`config.mk`:
```
export PLATFORM = sky130hd
export DESIGN_NAME = memory_arbiter
export DESIGN_NICKNAME = d
export VERILOG_FILES = /design/src/rtl/cpu_types_pkg.sv /design/src/rtl/arb_timeout_counter.sv /design/src/rtl/memory_arbiter.sv
export SDC_FILE = /design/constraint.sdc
export NUM_CORES = 1
export LEC_CHECK = 0
export CAP_MARGIN = 0
export CORE_MARGIN = 2
export CORE_UTILIZATION = 30
export DETAILED_ROUTE_END_ITERATION = 10
export GPL_TIMING_DRIVEN = 0
export PLACE_DENSITY = 0.61
export SLEW_MARGIN = 20
export SYNTH_ARGS = -nofsm -noshare
export SYNTH_HDL_FRONTEND = slang
export SYNTH_HIERARCHICAL = 1
export SYNTH_SLANG_ARGS = --single-unit
```
`constraint.sdc`:
```
create_clock -name CLK -period 2.3 [get_ports CLK]
set_clock_uncertainty 0.15 [all_clocks]
set_input_delay 0.23 -clock CLK [delete_from_list [all_inputs] [get_ports CLK]]
set_output_delay 0.23 -clock CLK [all_outputs]
set_load 0.005 [all_outputs]
```
`src/rtl/cpu_types_pkg.sv`:
```
// rtl/cpu_types_pkg.sv - shared CPU/memory types: word, RAM status and arbiter state encodings
package cpu_types_pkg;

    localparam int WORD_WIDTH = 32;

    typedef logic [WORD_WIDTH-1:0] word_t;

    typedef enum logic [1:0] {
        FREE   = 2'd0,
        BUSY   = 2'd1,
        ACCESS = 2'd2,
        ERROR  = 2'd3
    } ramstate_t;

    typedef enum logic [2:0] {
        IDLE  = 3'd0,
        IBUSY = 3'd1,
        DBUSY = 3'd2,
        IHIT  = 3'd3,
        DHIT  = 3'd4
    } arb_state_t;

    function automatic logic is_busy(arb_state_t s);
        return (s == IBUSY) || (s == DBUSY);
    endfunction

endpackage

```
`src/rtl/arb_timeout_counter.sv`:
```
// rtl/arb_timeout_counter.sv - clear/enable counter flagging the last allowed busy cycle
module arb_timeout_counter #(
    parameter int TIMEOUT = 64
) (
    input  logic clk_i,
    input  logic rstn_i,
    input  logic clr_i,
    input  logic en_i,
    output logic tc_o
);

    localparam int CW = (TIMEOUT > 1) ? $clog2(TIMEOUT) : 1;
    localparam logic [CW-1:0] LAST = CW'(TIMEOUT - 1);

    logic [CW-1:0] cnt_q;

    // Holds at the terminal value; the owner leaves BUSY and clears it next cycle.
    always_ff @(posedge clk_i) begin
        if (!rstn_i || clr_i) begin
            cnt_q <= '0;
        end else if (en_i && !tc_o) begin
            cnt_q <= cnt_q + 1'b1;
        end
    end

    assign tc_o = (cnt_q == LAST);

endmodule

```
`src/rtl/memory_arbiter.sv`:
```
// rtl/memory_arbiter.sv - single-port RAM arbiter, data priority with instruction starvation guard
module memory_arbiter
    import cpu_types_pkg::*;
#(
    parameter int WORD_W     = 32,
    parameter int STARVE_MAX = 4,
    parameter int TIMEOUT    = 64
) (
    input  logic              CLK,
    input  logic              nRST,
    input  logic              imemREN,
    input  logic [WORD_W-1:0] imemaddr,
    input  logic              dmemREN,
    input  logic              dmemWEN,
    input  logic [WORD_W-1:0] dmemaddr,
    input  logic [WORD_W-1:0] dmemstore,
    input  ramstate_t         ramstate,
    input  logic [WORD_W-1:0] ramload,
    output logic              ramREN,
    output logic              ramWEN,
    output logic [WORD_W-1:0] ramaddr,
    output logic [WORD_W-1:0] ramstore,
    output logic              ihit,
    output logic [WORD_W-1:0] imemload,
    output logic              dhit,
    output logic [WORD_W-1:0] dmemload,
    output logic              bus_err
);

    localparam int SW = $clog2(STARVE_MAX + 1);
    localparam logic [SW-1:0] STARVE_LIM = SW'(STARVE_MAX);

    arb_state_t        state_q;
    logic [SW-1:0]     starve_q;
    logic              ramREN_q, ramWEN_q, ihit_q, dhit_q, bus_err_q;
    logic [WORD_W-1:0] ramaddr_q, ramstore_q, imemload_q, dmemload_q;

    logic d_req_d, d_win_d, own_req_d, tmo_tc;

    assign d_req_d   = dmemREN | dmemWEN;
    assign d_win_d   = d_req_d && (!imemREN || (starve_q < STARVE_LIM));
    assign own_req_d = (state_q == IBUSY) ? imemREN : d_req_d;

    arb_timeout_counter #(.TIMEOUT(TIMEOUT)) u_timeout (
        .clk_i  (CLK),
        .rstn_i (nRST),
        .clr_i  (!is_busy(state_q)),
        .en_i   (is_busy(state_q)),
        .tc_o   (tmo_tc)
    );

    always_ff @(posedge CLK) begin
        if (!nRST) begin
            state_q    <= IDLE;
            starve_q   <= '0;
            ramREN_q   <= 1'b0;
            ramWEN_q   <= 1'b0;
            ramaddr_q  <= '0;
            ramstore_q <= '0;
            ihit_q     <= 1'b0;
            dhit_q     <= 1'b0;
            imemload_q <= '0;
            dmemload_q <= '0;
            bus_err_q  <= 1'b0;
        end else begin
            ihit_q <= 1'b0;
            dhit_q <= 1'b0;
            case (state_q)
                IDLE: begin
                    if (d_win_d) begin
                        state_q    <= DBUSY;
                        ramaddr_q  <= dmemaddr;
                        ramstore_q <= dmemstore;
                        ramREN_q   <= dmemREN;
                        ramWEN_q   <= dmemWEN;
                        if (imemREN && (starve_q < STARVE_LIM)) begin
                            starve_q <= starve_q + 1'b1;
                        end
                    end else if (imemREN) begin
                        state_q   <= IBUSY;
                        ramaddr_q <= imemaddr;
                        ramREN_q  <= 1'b1;
                        ramWEN_q  <= 1'b0;
                        starve_q  <= '0;
                    end
                end
                IBUSY, DBUSY: begin
                    if (ramstate == ACCESS) begin
                        ramREN_q <= 1'b0;
                        ramWEN_q <= 1'b0;
                        if (state_q == IBUSY) begin
                            state_q    <= IHIT;
                            ihit_q     <= 1'b1;
                            imemload_q <= ramload;
                        end else begin
                            state_q <= DHIT;
                            dhit_q  <= 1'b1;
                            if (ramREN_q) begin
                                dmemload_q <= ramload;
                            end
                        end
                    end else if (ramstate == ERROR) begin
                        state_q   <= IDLE;
                        bus_err_q <= 1'b1;
                        ramREN_q  <= 1'b0;
                        ramWEN_q  <= 1'b0;
                    end else if (!own_req_d) begin
                        // Abandoned request: release the RAM quietly, no hit, no error.
                        state_q  <= IDLE;
                        ramREN_q <= 1'b0;
                        ramWEN_q <= 1'b0;
                    end else if (tmo_tc) begin
                        state_q   <= IDLE;
                        bus_err_q <= 1'b1;
                        ramREN_q  <= 1'b0;
                        ramWEN_q  <= 1'b0;
                    end
                end
                IHIT, DHIT: state_q <= IDLE;
                default:    state_q <= IDLE;
            endcase
        end
    end

    assign ramREN   = ramREN_q;
    assign ramWEN   = ramWEN_q;
    assign ramaddr  = ramaddr_q;
    assign ramstore = ramstore_q;
    assign ihit     = ihit_q;
    assign imemload = imemload_q;
    assign dhit     = dhit_q;
    assign dmemload = dmemload_q;
    assign bus_err  = bus_err_q;

endmodule

```
# Word level (Yosys, flattened, before mapping)
# Cells that the tools add are included.
dict set report classes {
  add_sub_neg 2
  n_mul 0
  div 0
  magnitude_cmp 1
  eq_ne 8
  shift 0
  muxes 29
  bitwise_logic 3
  n_reduce_logical 25
}
# op count
set ops {}
lappend ops {{$mux W32} 2}
lappend ops {{$mux W3} 10}
lappend ops {{$mux W1} 14}
lappend ops {{$reduce_and A3 Y1} 4}
lappend ops {{$reduce_and A4 Y1} 2}
lappend ops {{$reduce_bool A2 Y1} 4}
lappend ops {{$add A6 B1 Y6 const B} 1}
lappend ops {{$eq A6 B6 Y1 const B} 1}
lappend ops {{$pmux W3 S2} 1}
lappend ops {{$reduce_and A2 Y1} 3}
lappend ops {{$ne A5 B4 Y1 const B} 1}
lappend ops {{$eq A2 B2 Y1 const B} 2}
lappend ops {{$logic_not A1 Y1} 4}
lappend ops {{$pmux W1 S2} 2}
lappend ops {{$add A3 B1 Y3 const B} 1}
lappend ops {{$eq A3 B1 Y1 const B} 1}
lappend ops {{$eq A3 B2 Y1 const B} 1}
lappend ops {{$logic_and A1 B1 Y1} 3}
lappend ops {{$logic_not A3 Y1} 1}
lappend ops {{$logic_or A1 B1 Y1} 3}
lappend ops {{$lt A3 B3 Y1 const B} 1}
lappend ops {{$ne A3 B3 Y1 const B} 1}
lappend ops {{$ne A2 B1 Y1 const B} 1}
lappend ops {{$not A1 Y1} 2}
lappend ops {{2 further kinds} 2}
dict set report totals {
  ff_bits 145
  latch_bits 0
  ramBits 0
  mem_bits_ro 0
  input_bits 135
  out_inout_bits 133
  elab_cells 80
  memories 0
}

# Logic depth before layout (Yosys ltp)
# Gate-level depths: netlist of run 1.
dict set report depth {
  depth_word 6
  depth_mapped 7
}

# Hierarchy
# Netlist of run 1, hierarchy kept.
# mod n_inst cells_per_inst area_each_um2 seq_area_each_um2
set by_module_without_submodules {}
lappend by_module_without_submodules {memory_arbiter 1 664 5557.8 2782.7}
lappend by_module_without_submodules {arb_timeout_counter 1 33 329.1 120.1}

# Worst setup path before layout of run 1
# Ideal clock, no wire load.
dict set report synth_timing {
  path_kind {reg-to-reg}
  startpoint {register state_q[1]}
  endpoint {register u_timeout.cnt_q[4]}
  setup_time_ns 0.101
  arrival_time_ns 1.495
  t_required_ns 2.049
  path_slack_ns 0.554
  stages_incl_launch_ff 8
  path_buffers 1
  synth_period_minus_slack_ns 1.746
  path_cell_list {dfxtp_1 > buf_2 > xnor2_1 > nor2_1 > inv_1 > nor2b_1 > o311ai_1 > o41ai_1}
}
dict set report synth_via {
  elab_chain_cells 4
}
# element line
set synth_lines {}
lappend synth_lines {{from (decl)} memory_arbiter.sv:33} ;# arb_state_t state_q;
lappend synth_lines {{from (signal assigned)} memory_arbiter.sv:54} ;# state_q <= IDLE;
lappend synth_lines {{from (signal assigned)} memory_arbiter.sv:71} ;# state_q <= DBUSY;
lappend synth_lines {{from (signal assigned)} memory_arbiter.sv:80} ;# state_q <= IBUSY;
lappend synth_lines {{$eq A3 B1 Y1 or $eq A3 B2 Y1 (tied branches)} cpu_types_pkg.sv:24} ;# return (s == IBUSY) || (s == DBUSY);
lappend synth_lines {{$logic_or A1 B1 Y1 *} cpu_types_pkg.sv:24}
lappend synth_lines {{$logic_not A1 Y1} memory_arbiter.sv:47} ;# .clr_i (!is_busy(state_q)),
lappend synth_lines {{$logic_or A1 B1 Y1} arb_timeout_counter.sv:19} ;# if (!rstn_i || clr_i) begin
lappend synth_lines {{to (signal assigned)} arb_timeout_counter.sv:22} ;# cnt_q <= cnt_q + 1'b1;
lappend synth_lines {{to (decl)} arb_timeout_counter.sv:15} ;# logic [CW-1:0] cnt_q;
# Mark *: on every way between the ends. The rest lies on a longest branch, timed or not.
# A chain may end at the register's enable or synchronous reset.

# Final worst setup path of run 1
dict set report layout_timing {
  startpoint {register state_q[1]}
  endpoint {register u_timeout.cnt_q[5]}
}
# The elaborated chain is that of the path after synthesis.

==> metrics.cfg, run 1 <==
[status]
status=finished, final reports clean

[placement]
place_congestion=0.844
dp_slack_ns=-0.161
hpwl_mm=14.3
numPortBuffers=266

[logic_synthesis]
synth_top_area_share_pct=49.3
syn-num-nets=834
synthTopCellsByCount=270 x nand2_1, 145 x dfxtp_1, 90 x a21boi_1
syn_area_um2=5890
synth_area_leaders=dfxtp_1 49%, nand2_1 17%, a21boi_1 11%
synth-seq-area-share_pct=49.3
synthFlopType=dfxtp_1
ys.warnings.count=6
ys_ff_latch=145
yosysTopAreaCell=dfxtp_1
synth.distinct_cells=50
synth-edff-count=0
avgSynthCellArea_um2=8.45
yosys.cell_count.top_type=nand2_1
netlist_instances=697
async_reset_ff_share_pct=0

[sta]
setup_viol_count_final=0
grt_setup_unrepaired=false
hold_ws_ns=0.0535
fin_crit_sh_pct=89.4
fin_ws_ns=0.244
max_slew_margin_pct=58.6
hold_viol=0
setup_tns_ns=0
min_period_ns=2.06
drv_slew=0
worst_slew_pin_slew_ns=0.621
max_freq_mhz=486

[critical_path]
crit_type=register to register
crit_path_end_kind=register
cp_data_arrival_time_ns=2.22
required_ns=2.46
critPathLaunchType=register
path_max_fanout=10

[clocking]
cts_tree=yes
clkSlewWorstSetupHoldPaths_ns=0.06
clkLatencyLatePin_ns=0.41
htree_levels=4
cts_root_buf=clkbuf_16
cts.sinks=145
post-cts-setup-buffer-count=0
clockBufferDepth=2
hold_buffers=0
cts_resized=0
cts_made_buffers=17

[floorplan]
design.core.area_um2=19300
io_pins=268
rows=51
die_width_um=144
dieArea_um2=20800
start_util_pct=30.4
die_h_um=144

[power]
cellLeakagePower_nw=3.73
peakVddDrop_mv=0.460
powerDensity_nw_per_um2=705
switching_share_pct=24.6
seq_power_share_pct=41.1
p_int_w=0.00504
pwr-share-clk_pct=42.2
p_sw_w=0.00164
power_frac_comb_pct=16.7
p_total_w=0.00668

[global_route]
overflow=0
grt_pass1_vias=5606
grt_pass1_wl_mm=29.4
grtUsageTotal_pct=18.2
grt_antenna_before_repair=0
grt_max_degree=17

[cells_and_area]
drive_above_1_share_pct=6.54
postLayoutCoreUtil_pct=49.0
n_fill_cell=1924
diodes=0
ff_latch_area_um2=2900
multi_input_area_um2=2730
syn_to_final_growth_pct=61.0
final_nets=1119

[routing]
wire_per_inst_um=15.0
ant_nets=0
first_iter_violations=162
wl_met2_mm=8.46
via_per_inst=4.49
drc=0
met3WireLength_mm=1.62
num_vias=5653
routed_wl_mm=18.9
highest_layer=met4
wl_met1_mm=8.47
dr.pass1.iters=4

[flow_run]
maxCapViolations=0

[min_path]
hold_path.class=primary input to register

state kept, by name, summed over array words and instances, names as in the netlist, 3 cells and up:
signal           cells
ramaddr             32
state_q              3
dmemload            32
imemload            32
u_timeout/cnt_q      6
ramstore            32
starve_q             3
cell families after synthesis:
logic type      count (synthesis)  synth area share, %
compound gates                154                 21.2
buf+inv                        55                 4.29
simple gates                  337                 24.1
mux                             3                0.531
fa+ha+maj                       2                0.425
flops                         145                 49.3
xor+xnor                        1                0.149
power by group through the flow:
stage / Sequential [W] / Combinational (W) / Clock, W
floorplan: 0.00280 / 0.000442 / 0
global placement: 0.00279 / 0.00113 / 0
detailed placement: 0.00280 / 0.00113 / 0
CTS: 0.00274 / 0.00114 / 0.00291
global route: 0.00276 / 0.00123 / 0.00300
finish: 0.00274 / 0.00112 / 0.00282
critical path, stage by stage (launching register included):
cell      delay [ns]
dfxtp_1         0.29
buf_2           0.17
xnor2_1         0.14
nor2_1          0.44
inv_1           0.11
nor2b_1         0.39
o311ai_2        0.18
o41ai_1         0.08
routing by layer:
layer / up-vias / global-route usage [%]
li1: 2912 / -
met1: 2531 / 22.3
met2: 193 / 29.6
met3: 17 / 7.28
met4: 0 / 5.37
met5: - / 0
cell type report:
type	instances	share of cell area (%)
tap	265	3.50
clock inverter	13	1.69
sequential	145	30.6
buffer	52	2.55
multi-input combinational	497	28.8
inverter	3	0.119
clock buffer	18	4.63
timing repair buffer	266	28.1
through the flow:
stage	area, µm²	instances
after floorplan	5890	697
after global placement	8880	1228
after detailed placement	8880	1228
after CTS	9480	1259
after global routing	9480	1259
final	9480	1259
worst paths after layout:
path              depth (start not counted)          from  slack (ns)            endpoint
setup reg to reg                          7    state_q[1]        0.24  u_timeout/cnt_q[5]
setup / recovery                          7    state_q[1]        0.24  u_timeout/cnt_q[5]
hold reg to reg                           2  dmemload[22]        0.30        dmemload[22]
hold / removal                            3       imemREN        0.05         starve_q[1]
cells in the final DEF (no fill, tap or decap), types with 5 or more instances in the layout:
cell type / instances
o211a_1: 32
clkbuf_16: 17
buf_2: 16
a21oi_1: 5
a21boi_0: 8
a21boi_1: 90
nand3_1: 34
clkdlybuf4s50_1: 266
nand2_1: 270
buf_4: 7
clkbuf_1: 29
nor2_1: 7
dfxtp_1: 145
No activity file was read; power rests on OpenSTA's default activity.
==> run 2, diff against run 1 <==
Settings changed: SLEW_MARGIN 20 to 15.
==> results of run 2 <==
Same layout as run 1: the final DEF is identical, and so are final timing and power.
==> run 3, diff against run 2 <==
Settings changed: ABC_AREA from default to 1, PLACE_DENSITY 0.61 to 0.62, TNS_END_PERCENT from default to 20.
==> run 3 against run 2 <==
Net effect:
- worst hold slack got worse by 0.030 ns
- clock power about the same
- largest cell class is now sequential cells
- non-clock buffer count shrank 7
- worst setup slack better by 0.055 ns
- synthesized cell count up 4.0%
- register-to-register slack better by 0.17 ns
- routed wire length decreased by 3.8%
- combinational power is 17% higher
==> metrics.cfg, run 3 <==
[clocking]
cts_tree=yes  ; unchanged
clockBufferDepth=2  ; unchanged
cts_made_buffers=17  ; unchanged
cts_resized=0  ; unchanged
post-cts-setup-buffer-count=0  ; unchanged
cts.sinks=145  ; unchanged
cts_root_buf=clkbuf_16  ; unchanged
clkSlewWorstSetupHoldPaths_ns=0.06  ; about the same
clkLatencyLatePin_ns=0.42  ; was 0.41 ns
htree_levels=4  ; unchanged
hold_buffers=0  ; unchanged

[power]
powerDensity_nw_per_um2=764  ; was 705 nW/µm²
peakVddDrop_mv=0.517  ; was 0.460 mV
p_total_w=0.00696  ; was 0.00668 W
cellLeakagePower_nw=3.49  ; was 3.73 nW

[logic_synthesis]
synth_fa_ha_area_share_pct=0.450  ; was 0.425%
yosysTopAreaCell=dfxtp_1  ; unchanged
ys.warnings.count=6  ; unchanged
async_reset_ff_share_pct=0  ; unchanged
synth.distinct_cells=26  ; was 50
syn-num-nets=862  ; was 834
netlist_instances=725  ; was 697
synth_compound_area_share_pct=20.1  ; was 21.2%
synth_top_family_by_area=compound AO/OA/AOI/OAI gates  ; was simple AND/OR/NAND/NOR gates
yosys.cell_count.top_type=dfxtp_1  ; was nand2_1
synthFlopType=dfxtp_1  ; unchanged
synthSimpleGateAreaFrac_pct=19.2  ; was 24.1%
synth_area_leaders=dfxtp_1 52%, nor2_1 9.7%, o21ai_0 8.8%  ; was dfxtp_1 49%, nand2_1 17%, a21boi_1 11%
synth-edff-count=0  ; unchanged
avgSynthCellArea_um2=7.67  ; was 8.45 µm²
syn_area_um2=5560  ; was 5890 µm²
synthMuxAreaShare_pct=0  ; was 0.531%
synthTopCellsByCount=145 x dfxtp_1, 144 x nor2_1, 98 x o21ai_0  ; was 270 x nand2_1, 145 x dfxtp_1, 90 x a21boi_1
ys_ff_latch=145  ; unchanged
synthXorXnorAreaFrac_pct=0.472  ; was 0.149%
synth-seq-area-share_pct=52.2  ; was 49.3%
synth_top_area_share_pct=52.2  ; was 49.3%

[placement]
hpwl_mm=13.3  ; was 14.3 mm
place_congestion=0.789  ; was 0.844
dp.cells=1220  ; was 1228
numPortBuffers=266  ; unchanged

[floorplan]
die_width_um=140  ; was 144 µm
design.core.area_um2=18100  ; was 19300 µm²
rows=49  ; was 51
dieArea_um2=19700  ; was 20800 µm²
die_h_um=140  ; was 144 µm
io_pins=268  ; unchanged
start_util_pct=30.8  ; was 30.4%

[min_path]
hold_path.class=primary input to register  ; unchanged
hold_path_depth=3  ; unchanged

[cells_and_area]
postLayoutCoreUtil_pct=50.4  ; was 49.0%
final_cell_mix=266 x clkdlybuf4s50_1, 145 x dfxtp_1, 144 x nor2_1, 98 x o21ai_0, 95 x nand2_1  ; was 270 x nand2_1, 266 x clkdlybuf4s50_1, 145 x dfxtp_1, 90 x a21boi_1, 34 x nand3_1
n_fill_cell=1784  ; was 1924
diodes=0  ; unchanged
drive_above_1_share_pct=6.06  ; was 6.54%
instances_no_fill=1252  ; was 1259
syn_to_final_growth_pct=63.7  ; was 61.0%
final_nets=1147  ; was 1119
layout_commonest_cell=clkdlybuf4s50_1  ; was nand2_1

[status]
status=finished, final reports clean  ; unchanged

[sta]
grt_setup_unrepaired=false  ; unchanged
fin_crit_sh_pct=87.0  ; was 89.4%
setup_viol_count_final=0  ; unchanged
max_slew_margin_pct=57.7  ; was 58.6%
setup_tns_ns=0  ; unchanged
min_period_ns=2.00  ; was 2.06 ns
hold_viol=0  ; unchanged
hold_ws_ns=0.0234  ; was 0.0535 ns
max_freq_mhz=500  ; was 486 MHz
worst_slew_pin_slew_ns=0.635  ; was 0.621 ns
drv_slew=0  ; unchanged

[critical_path]
path_max_fanout=10  ; unchanged
required_ns=2.50  ; was 2.46 ns
cp_num_cells=5  ; was 7
slowest_delay_ns=0.65  ; was 0.44 ns
rr_worst_depth=12  ; was 7
critPathBufInv=3  ; was 2
crit_family=buffers and inverters  ; was simple AND/OR/NAND/NOR gates
crit_path_end_kind=register  ; unchanged
cp_slowest_cell=clkdlybuf4s50_1  ; was nor2_1
crit_chain=clkdlybuf4s50_1 -> clkbuf_1 -> clkbuf_1 -> o21ai_0 -> nor2_1  ; was buf_2 -> xnor2_1 -> nor2_1 -> inv_1 -> nor2b_1 -> o311ai_2 -> o41ai_1
critPathLaunchType=primary input  ; was register
cp_data_arrival_time_ns=2.20  ; was 2.22 ns
crit_type=primary input to register  ; was register to register
cpMostUsedCell=clkbuf_1

[global_route]
grt_pass1_wl_mm=28.6  ; was 29.4 mm
grt_antenna_before_repair=0  ; unchanged
overflow=0  ; unchanged
grt_pass1_vias=5496  ; was 5606
grt_max_degree=17  ; unchanged
grtUsageTotal_pct=18.3  ; was 18.2%

[routing]
via_per_inst=4.58  ; was 4.49
drc=0  ; unchanged
first_iter_violations=151  ; was 162
dr.pass1.iters=4  ; unchanged
num_vias=5728  ; was 5653
routed_wl_mm=18.1  ; was 18.9 mm
wire_per_inst_um=14.5  ; was 15.0 µm
ant_nets=0  ; unchanged

[flow_run]
maxCapViolations=0  ; unchanged

run 3: worst min-delay path: stages:
cell and delay, ns:
buf_2 0.15, nand3_1 0.09, a21oi_1 0.06
run 3: cell type report:
cell class / count / area, µm² / area share [%]
Buffer: 45 / 211 / 2.32
Inverter: 57 / 214 / 2.35
Clock buffer: 17 / 425 / 4.67
Sequential cell: 145 / 2900 / 31.9
Clock inverter: 15 / 171 / 1.88
Timing Repair Buffer: 266 / 2660 / 29.2
Tap cell: 229 / 287 / 3.15
Multi-Input combinational cell: 478 / 2240 / 24.5
run 3: per-layer routing:
layer / part of all wire [%] / global-route usage (%)
met4: 1.4 / 5.26
met3: 8.8 / 7.49
met2: 46 / 29.4
met1: 44 / 22.6
met5: 0 / 0
run 3: cell families after synthesis:
logic type	after synthesis
and+or+nand+nor	264
DFF	145
buffers and inverters	102
AOI/OAI and AO/OA	209
xor gates and xnor gates	3
adders and majority gates	2
run 3: worst paths after layout:
kind,startpoint,to,slack [ns]
worst max register to register,u_timeout/cnt_q[0],ramWEN,0.41
worst min register to register,dmemload[11],dmemload[11],0.29
worst max-delay path,nRST,ramstore[29],0.30
worst min-delay path,imemREN,starve_q[1],0.02
run 3: report_power, final:
group | leakage, nW | total [W] | internal (W) | switching [W]
sequential | 1.19 | 0.00282 | 0.00272 | 0.000106
combinational | 2.01 | 0.00131 | 0.000724 | 0.000583
clock | 0.286 | 0.00282 | 0.00163 | 0.00119
run 3: through the flow:
| stage | cell area (µm²) | setup WS (ns) |
|---|---|---|
| CTS | 9110 | 0.215 |
| floorplan | 5560 | 0.561 |
| global placement | 8510 | -0.149 |
| finish | 9110 | 0.298 |
| global route | 9110 | 0.105 |
| detailed placement | 8510 | -0.159 |
